[src/rtl/kv_resp_pkg.sv]
// Shared types and constants for the KV response builder: status codes, header layout, FSM states.
package kv_resp_pkg;

  localparam int unsigned HDR_BYTES  = 24;
  localparam int unsigned META_W     = 96;
  localparam int unsigned KEY_W      = 64;
  localparam int unsigned VLEN_W     = 16;

  localparam int unsigned META_LSB   = 0;
  localparam int unsigned KEY_LSB    = 96;
  localparam int unsigned VLEN_LSB   = 160;
  localparam int unsigned STATUS_LSB = 176;
  localparam int unsigned MAGIC_LSB  = 184;

  localparam logic [7:0]  RSP_MAGIC  = 8'h81;
  localparam logic [63:0] HDR_KEEP   = (64'd1 << HDR_BYTES) - 64'd1;

  typedef enum logic [7:0] {
    RSP_HIT     = 8'h00,
    RSP_MISS    = 8'h01,
    RSP_TOO_BIG = 8'h02
  } rsp_status_t;

  // Field order mirrors the offsets above, LSB last.
  typedef struct packed {
    logic [319:0]      pad;
    logic [7:0]        magic;
    rsp_status_t       status;
    logic [VLEN_W-1:0] vlen;
    logic [KEY_W-1:0]  key;
    logic [META_W-1:0] meta;
  } rsp_hdr_t;

  typedef enum logic [1:0] {
    IDLE,
    HDR,
    VAL,
    DRAIN
  } fsm_state_t;

  function automatic logic [63:0] tail_keep(input logic [5:0] rem);
    if (rem == 6'd0) return '1;
    return (64'd1 << rem) - 64'd1;
  endfunction

endpackage

[src/rtl/kv_response_builder_axis_pipe_reg.sv]
// Single-stage AXIS output register (data, keep, last) shared by TX-path blocks.
module axis_pipe_reg #(
  parameter int unsigned DATA_WIDTH = 512
) (
  input  logic                    clk,
  input  logic                    rst,
  input  logic [DATA_WIDTH-1:0]   s_tdata,
  input  logic [DATA_WIDTH/8-1:0] s_tkeep,
  input  logic                    s_tlast,
  input  logic                    s_tvalid,
  output logic                    s_tready,
  output logic [DATA_WIDTH-1:0]   m_tdata,
  output logic [DATA_WIDTH/8-1:0] m_tkeep,
  output logic                    m_tlast,
  output logic                    m_tvalid,
  input  logic                    m_tready
);

  assign s_tready = !m_tvalid || m_tready;

  always_ff @(posedge clk) begin
    if (rst) begin
      m_tdata  <= '0;
      m_tkeep  <= '0;
      m_tlast  <= 1'b0;
      m_tvalid <= 1'b0;
    end else if (s_tvalid && s_tready) begin
      m_tdata  <= s_tdata;
      m_tkeep  <= s_tkeep;
      m_tlast  <= s_tlast;
      m_tvalid <= 1'b1;
    end else if (m_tready) begin
      m_tvalid <= 1'b0;
    end
  end

endmodule

[src/rtl/kv_response_builder.sv]
// Builds one response packet (header beat + value beats) per joined metadata/lookup pair.
module kv_response_builder
  import kv_resp_pkg::*;
#(
  parameter int unsigned DATA_WIDTH      = 512,
  parameter int unsigned META_WIDTH      = 96,
  parameter int unsigned MAX_VALUE_BYTES = 4096
) (
  input  logic                    axis_clk,
  input  logic                    axis_rst,
  input  logic [META_WIDTH-1:0]   s_meta_data,
  input  logic                    s_meta_valid,
  output logic                    s_meta_ready,
  input  logic                    s_rsp_hit,
  input  logic [63:0]             s_rsp_key,
  input  logic [15:0]             s_rsp_vlen,
  input  logic                    s_rsp_valid,
  output logic                    s_rsp_ready,
  input  logic [DATA_WIDTH-1:0]   s_value_tdata,
  input  logic [DATA_WIDTH/8-1:0] s_value_tkeep,
  input  logic                    s_value_tlast,
  input  logic                    s_value_tvalid,
  output logic                    s_value_tready,
  output logic [DATA_WIDTH-1:0]   m_axis_tdata,
  output logic [DATA_WIDTH/8-1:0] m_axis_tkeep,
  output logic                    m_axis_tlast,
  output logic                    m_axis_tvalid,
  input  logic                    m_axis_tready,
  output logic [31:0]             stat_rsp_cnt,
  output logic [31:0]             stat_hit_cnt,
  output logic [31:0]             stat_err_cnt
);

  fsm_state_t               state_q, state_d;
  logic [META_WIDTH-1:0]    meta_q;
  logic [63:0]              key_q;
  logic [15:0]              vlen_q;
  rsp_status_t              status_q, status_d;
  logic [6:0]               beat_q, last_beat_q;
  logic [15:0]              vlen_m1;
  logic                     join_ok, out_ready, is_last_beat;
  logic                     pipe_valid, pipe_last, pipe_is_hdr, beat_take, err_inc;
  logic [DATA_WIDTH-1:0]    pipe_data;
  logic [DATA_WIDTH/8-1:0]  pipe_keep;
  logic                     out_is_hdr_q, out_is_hit_q;
  rsp_hdr_t                 hdr;

  assign join_ok      = (state_q == IDLE) && s_meta_valid && s_rsp_valid && !axis_rst;
  assign vlen_m1      = s_rsp_vlen - 16'd1;
  assign is_last_beat = (beat_q == last_beat_q);

  always_comb begin
    status_d = RSP_HIT;
    if (!s_rsp_hit)                              status_d = RSP_MISS;
    else if (32'(s_rsp_vlen) > MAX_VALUE_BYTES)  status_d = RSP_TOO_BIG;
  end

  always_comb begin
    hdr        = '0;
    hdr.meta   = meta_q;
    hdr.key    = key_q;
    hdr.vlen   = vlen_q;
    hdr.status = status_q;
    hdr.magic  = RSP_MAGIC;
  end

  always_comb begin
    state_d        = state_q;
    s_meta_ready   = 1'b0;
    s_rsp_ready    = 1'b0;
    s_value_tready = 1'b0;
    pipe_valid     = 1'b0;
    pipe_data      = hdr;
    pipe_keep      = HDR_KEEP;
    pipe_last      = 1'b1;
    pipe_is_hdr    = 1'b0;
    beat_take      = 1'b0;
    err_inc        = 1'b0;
    case (state_q)
      IDLE: begin
        s_meta_ready = join_ok;
        s_rsp_ready  = join_ok;
        if (join_ok) state_d = HDR;
      end
      HDR: begin
        pipe_valid  = 1'b1;
        pipe_is_hdr = 1'b1;
        pipe_last   = !(status_q == RSP_HIT && vlen_q != 16'd0);
        if (out_ready) begin
          if (status_q == RSP_HIT && vlen_q != 16'd0) state_d = VAL;
          else if (status_q == RSP_TOO_BIG)          state_d = DRAIN;
          else                                       state_d = IDLE;
        end
      end
      VAL: begin
        s_value_tready = out_ready;
        pipe_valid     = s_value_tvalid;
        pipe_data      = s_value_tdata;
        pipe_keep      = '1;
        pipe_last      = 1'b0;
        // The expected length wins over the source's tlast on the final beat.
        if (is_last_beat) begin
          pipe_last = 1'b1;
          pipe_keep = tail_keep(vlen_q[5:0]);
        end else if (s_value_tlast) begin
          pipe_last = 1'b1;
          pipe_keep = s_value_tkeep;
        end
        if (s_value_tvalid && out_ready) begin
          beat_take = 1'b1;
          if (is_last_beat) begin
            state_d = s_value_tlast ? IDLE : DRAIN;
            err_inc = !s_value_tlast;
          end else if (s_value_tlast) begin
            state_d = IDLE;
            err_inc = 1'b1;
          end
        end
      end
      DRAIN: begin
        s_value_tready = 1'b1;
        if (s_value_tvalid && s_value_tlast) state_d = IDLE;
      end
      default: state_d = IDLE;
    endcase
    if (axis_rst) begin
      s_value_tready = 1'b0;
      pipe_valid     = 1'b0;
    end
  end

  always_ff @(posedge axis_clk) begin
    if (axis_rst) begin
      state_q      <= IDLE;
      meta_q       <= '0;
      key_q        <= '0;
      vlen_q       <= '0;
      status_q     <= RSP_HIT;
      beat_q       <= '0;
      last_beat_q  <= '0;
      out_is_hdr_q <= 1'b0;
      out_is_hit_q <= 1'b0;
      stat_rsp_cnt <= '0;
      stat_hit_cnt <= '0;
      stat_err_cnt <= '0;
    end else begin
      state_q <= state_d;
      if (join_ok) begin
        meta_q      <= s_meta_data;
        key_q       <= s_rsp_key;
        vlen_q      <= (status_d == RSP_HIT) ? s_rsp_vlen : 16'd0;
        status_q    <= status_d;
        beat_q      <= '0;
        last_beat_q <= 7'(vlen_m1 >> 6);
      end else if (beat_take) begin
        beat_q <= beat_q + 7'd1;
      end
      if (pipe_valid && out_ready) begin
        out_is_hdr_q <= pipe_is_hdr;
        out_is_hit_q <= pipe_is_hdr && (status_q == RSP_HIT);
      end
      if (m_axis_tvalid && m_axis_tready && out_is_hdr_q) begin
        stat_rsp_cnt <= stat_rsp_cnt + 32'd1;
        if (out_is_hit_q) stat_hit_cnt <= stat_hit_cnt + 32'd1;
      end
      if (err_inc) stat_err_cnt <= stat_err_cnt + 32'd1;
    end
  end

  axis_pipe_reg #(
    .DATA_WIDTH(DATA_WIDTH)
  ) u_out_reg (
    .clk      (axis_clk),
    .rst      (axis_rst),
    .s_tdata  (pipe_data),
    .s_tkeep  (pipe_keep),
    .s_tlast  (pipe_last),
    .s_tvalid (pipe_valid),
    .s_tready (out_ready),
    .m_tdata  (m_axis_tdata),
    .m_tkeep  (m_axis_tkeep),
    .m_tlast  (m_axis_tlast),
    .m_tvalid (m_axis_tvalid),
    .m_tready (m_axis_tready)
  );

endmodule

[config.mk]
export PLATFORM = sky130hd
export DESIGN_NAME = kv_response_builder
export DESIGN_NICKNAME = d
export VERILOG_FILES = /design/src/rtl/kv_resp_pkg.sv /design/src/rtl/kv_response_builder_axis_pipe_reg.sv /design/src/rtl/kv_response_builder.sv
export SDC_FILE = /design/constraint.sdc
export NUM_CORES = 2
export LEC_CHECK = 0
export BUFFER_PORTS_ARGS = -buffer_cell sky130_fd_sc_hd__buf_2
export CAP_MARGIN = 20
export CORE_AREA = 2 2 567 569
export CTS_BUF_LIST = sky130_fd_sc_hd__clkbuf_4
export CTS_CLUSTER_DIAMETER = 150
export CTS_CLUSTER_SIZE = 12
export DETAILED_ROUTE_END_ITERATION = 12
export DIE_AREA = 0 0 569 571
export GPL_TIMING_DRIVEN = 1
export SETUP_SLACK_MARGIN = 0.3
export SLEW_MARGIN = 20
export SYNTH_ARGS = -nofsm -noshare
export SYNTH_HDL_FRONTEND = slang
export SYNTH_SLANG_ARGS = --single-unit
[constraint.sdc]
create_clock -name axis_clk -period 3.5 [get_ports axis_clk]
set_clock_uncertainty 0.15 [all_clocks]
set_input_delay 0.35 -clock axis_clk [delete_from_list [all_inputs] [get_ports axis_clk]]
set_output_delay 0.35 -clock axis_clk [all_outputs]
set_load 0.02 [all_outputs]
==> impl_results.rst <==
.. list-table::
   :header-rows: 1

   * - Metric
     - Value
   * - Run status
     - complete, no violations
   * - Power share of the sequential group
     - 52.5%
   * - Vias/cell
     - 3.925
   * - DRC Markers
     - 0
   * - Cell with the largest stage delay on the worst path
     - sky130_fd_sc_hd__dlygate4sd3_1
   * - Instance count along the most critical hold path
     - 4
   * - Synthesized flop and latch total
     - 870
   * - Root buf cell
     - sky130_fd_sc_hd__clkbuf_4
   * - # clock sinks
     - 870
   * - Leading register cell type out of synthesis
     - sky130_fd_sc_hd__dfxtp_1
   * - Critical path, cell by cell
     - inv_4 > ha_4 > a31oi_4 > dlygate4sd3_1 > buf_12 > clkbuf_16 > a22o_1 > dlygate4sd3_1
   * - Setup CP Type
     - flop to flop
   * - GRT overflow
     - 0
   * - Post-synthesis async set-or-reset flop share
     - 0%
   * - Area of the placeable core
     - 319300 sq um
   * - Critical path buffer and inverter count
     - 5
   * - Worst Hold Endpoint
     - u_out_reg.m_tdata[4]
   * - Number of library cell types mapped by synthesis
     - 80
   * - Setup total negative slack
     - 0 ns
   * - Delay of the slowest cell on the worst path
     - 0.62 ns
   * - Hold WS
     - 0.1670 ns
   * - Synthesized area divided by synthesized cell count
     - 9.492 sq um
   * - Initial Utilization
     - 10.49%
   * - Pre-CTS WS
     - 0.4913 ns
   * - RePlAce Congestion
     - 0.9403
   * - Final Total Pwr
     - 19.61 mW
   * - Net count of the finished layout
     - 7331
   * - DRT iter0 DRCs
     - 3582
   * - Layout Utilization
     - 20.15%
   * - Crit-path most repeated cell
     - sky130_fd_sc_hd__dlygate4sd3_1
   * - Die Height
     - 571 um
   * - Least-Margin Pin Slew
     - 1.057 ns
   * - Net switching fraction of the power
     - 30.59%
   * - First-pass GRT wire length
     - 382.3 mm
   * - Clock H-tree levels
     - 3
   * - Worst flop-to-flop path endpoint
     - meta_q[62]
   * - Number of antenna violations at the first check in global routing
     - 298
   * - Cell family with the largest share of critical-path delay
     - buffers and inverters
   * - Number of max-slew violations in the final report
     - 0
   * - Num rows
     - 208
   * - Final setup violating endpoints
     - 0
   * - Post-route fraction of the period consumed by the critical path
     - 90.95%
   * - Ports
     - 1437
   * - Cell Int Power
     - 13.61 mW
   * - Routed WL
     - 298.6 mm
   * - Unrepaired setup endpoints after global routing
     - true
   * - Clock-pin slew of the registers on the worst-case setup and hold paths
     - 0.16 ns
   * - Share of layout cells above drive strength 1
     - 26.08%
   * - Source-to-sink clock delay at the later pin of the worst-skew pair
     - 1.27 ns
   * - Reg2reg setup slack
     - 0.32 ns
   * - Peak Freq
     - 0.3141 GHz
   * - Relative contribution of combinational cells to total power
     - 19.5%
   * - Number of port buffers
     - 1436
   * - Final count of hold timing violations
     - 0
   * - Total power divided by cell area
     - 304.8 nW/um^2
   * - Area of the die
     - 324900 sq um
   * - Max-cap check violation count
     - 0
   * - Detailed-router iteration count before antenna repair
     - 9
   * - Register-to-Register Path Depth
     - 8
   * - Total global-route track usage
     - 17.42%
   * - Worst setup EP type
     - flop
   * - Clock tree from TritonCTS
     - done
   * - Category of the worst setup path launch point
     - flop
   * - Netlist area before placement
     - 33490 sq um
   * - Number of warnings issued by yosys
     - 0
   * - Required time of the critical path
     - 4.48 ns
   * - Vias in the first global route
     - 40860
   * - Number of flops mapped to enable cells by yosys
     - 0
   * - Maximum clock path buffer count
     - 4
   * - Leakage power
     - 26.14 nW
   * - Area growth from synthesis to layout
     - 92.11%
   * - CP Data Arrival Time
     - 4.17 ns
   * - Routed via count
     - 42950
   * - Worst Hold Launch
     - s_value_tdata[4]
   * - Max rail drop VDD
     - 0.0003017 V
   * - Reg-to-Reg Start
     - state_q[0]
   * - Chip Width
     - 569 um
   * - Clock buffers created by TritonCTS
     - 91
   * - Post-route antenna net violation count
     - 0
   * - Net switching power
     - 5.998 mW
   * - Hold/Removal Path Class
     - input port to flop
   * - Share of the yosys chip area belonging to registers
     - 52.01%
   * - Clock network power share
     - 28.1%
   * - Synth Instances
     - 3528
   * - Worst path setup slack after routing
     - 0.3167 ns
   * - Hpwl dp
     - 238.2 mm
   * - Wire length per cell after detailed routing
     - 27.29 um
   * - Highest fanout seen on the critical path
     - 52
   * - Count of fill cells added during filler insertion
     - 35000
   * - Worst-case headroom to the max-slew limit
     - 29.50%
   * - Pin count of the biggest net entering global routing
     - 166
   * - Final min period
     - 3.183 ns
   * - Synth Net Count
     - 4299
## worst max path at each step
| stage | startpoint | slack [ns] | end | cells after the start |
|---|---|---|---|---|
| after floorplan | beat_q[0] | 0.63 | stat_err_cnt[26] | 12 |
| after global placement | vlen_q[4] | 0.46 | u_out_reg.m_tkeep[24] | 9 |
| after detailed placement | vlen_q[4] | 0.49 | u_out_reg.m_tkeep[32] | 9 |
| after CTS | state_q[0] | 0.26 | s_rsp_ready | 7 |
| after global routing | state_q[0] | 0.28 | s_rsp_ready | 7 |
| final | state_q[0] | 0.32 | meta_q[62] | 8 |
## layout make-up
type | count | area [sq um] | area share (%)
repair buffers | 3254 | 25470 | 39.60
inverters | 17 | 85.08 | 0.1323
repair inverters | 1 | 8.758 | 0.01361
clock inverters | 16 | 181.4 | 0.2820
diodes | 165 | 412.9 | 0.6418
flip-flops and latches | 870 | 17420 | 27.08
multi-input cells | 2325 | 14800 | 23.00
clock buffers | 93 | 698.2 | 1.085
well taps | 4200 | 5255 | 8.168
## registers in the layout (all words and copies together), names as in the netlist
name	flops
beat_q	7
key_q	64
last_beat_q	7
meta_q	96
out_is_hdr_q	1
out_is_hit_q	1
stat_err_cnt	32
stat_hit_cnt	32
stat_rsp_cnt	32
state_q	2
status_q	2
u_out_reg.m_tdata	512
u_out_reg.m_tkeep	64
u_out_reg.m_tlast	1
u_out_reg.m_tvalid	1
vlen_q	16
## tightest hold or removal path, stage by stage
cell	delay, ns
sky130_fd_sc_hd__dlygate4sd3_1	0.66
sky130_fd_sc_hd__buf_2	0.18
sky130_fd_sc_hd__mux2i_1	0.24
sky130_fd_sc_hd__a211oi_1	0.11
## cell usage in the layout, fill, tap and decap left out, drive strengths merged, types with 52 or more instances in the layout
cell type	count
dlygate4sd3	1693
mux2i	179
dfxtp	870
nand2	137
buf	1558
diode	165
clkbuf	94
nor2	645
a22oi	334
a21oi	76
o21ai	104
a211oi	182
nand3	52
a22o	173
## synth_stat cells (13+ instances only)
cell	n	area share [%]
sky130_fd_sc_hd__dfxtp_1	870	52
sky130_fd_sc_hd__nor2_1	643	7.2
sky130_fd_sc_hd__a22oi_1	334	7.5
sky130_fd_sc_hd__clkbuf_1	227	2.5
sky130_fd_sc_hd__a211oi_1	182	4.1
sky130_fd_sc_hd__mux2i_1	179	5.4
sky130_fd_sc_hd__a22o_1	173	4.5
sky130_fd_sc_hd__nand2_1	137	1.5
sky130_fd_sc_hd__o21ai_0	101	1.5
sky130_fd_sc_hd__a21oi_1	75	1.1
sky130_fd_sc_hd__buf_2	68	1.0
sky130_fd_sc_hd__xnor2_1	51	1.3
sky130_fd_sc_hd__nand3_1	50	0.75
sky130_fd_sc_hd__nand4_1	49	0.92
sky130_fd_sc_hd__xor2_1	43	1.1
sky130_fd_sc_hd__nor3_1	35	0.52
sky130_fd_sc_hd__nor4_1	26	0.49
sky130_fd_sc_hd__or3_1	23	0.43
sky130_fd_sc_hd__and3_1	19	0.35
sky130_fd_sc_hd__and2_1	16	0.30
sky130_fd_sc_hd__buf_1	16	0.18
sky130_fd_sc_hd__o221ai_1	16	0.42
sky130_fd_sc_hd__and4_1	14	0.37
sky130_fd_sc_hd__o22ai_1	14	0.26
sky130_fd_sc_hd__nor2b_1	13	0.24
## metrics by stage
step	area (sq um)	std cells
2_1_floorplan	33490	3528
3_3_place_gp	45740	8955
3_5_place_dp	45740	8955
4_1_cts	63830	10770
5_1_grt	64090	10840
6_report	64330	10940
## power groups by stage
stage,registers (mW),logic (mW),clock network (mW)
2_1_floorplan,10.5,0.715,0
3_3_place_gp,10.5,1.89,0
3_5_place_dp,10.5,1.90,0
4_1_cts,10.3,3.73,5.80
5_1_grt,10.3,4.01,6.07
6_report,10.3,3.81,5.50
## what timing repair did
action	CTS	global route
setup buffers	9	6
pin swaps	3	2
cloned	3	1
hold buffers	1694	0
gates resized for setup	27	5
hold endpoints to repair	870	0
endpoints found under the setup margin	3	53
## kinds of logic after synthesis
| family | share of synthesized area [%] |
|---|---|
| compound gates | 21.22 |
| xor+xnor | 2.458 |
| mux | 5.552 |
| simple gates | 14.26 |
| fa+ha+maj | 0.4110 |
| flops | 52.01 |
| buf+inv | 4.091 |
## routing by layer
metal / up-vias / routed length, um / part of all wire [%] / track usage [%]
met4: 130 / 16580 / 5.6 / 8.194
li1: 19080 / - / - / -
met5: - / 829 / 0.28 / 0
met3: 688 / 31810 / 11 / 6.353
met2: 2678 / 132500 / 44 / 27.65
met1: 20370 / 116900 / 39 / 20.78
Power figures use the tool's default switching activity.
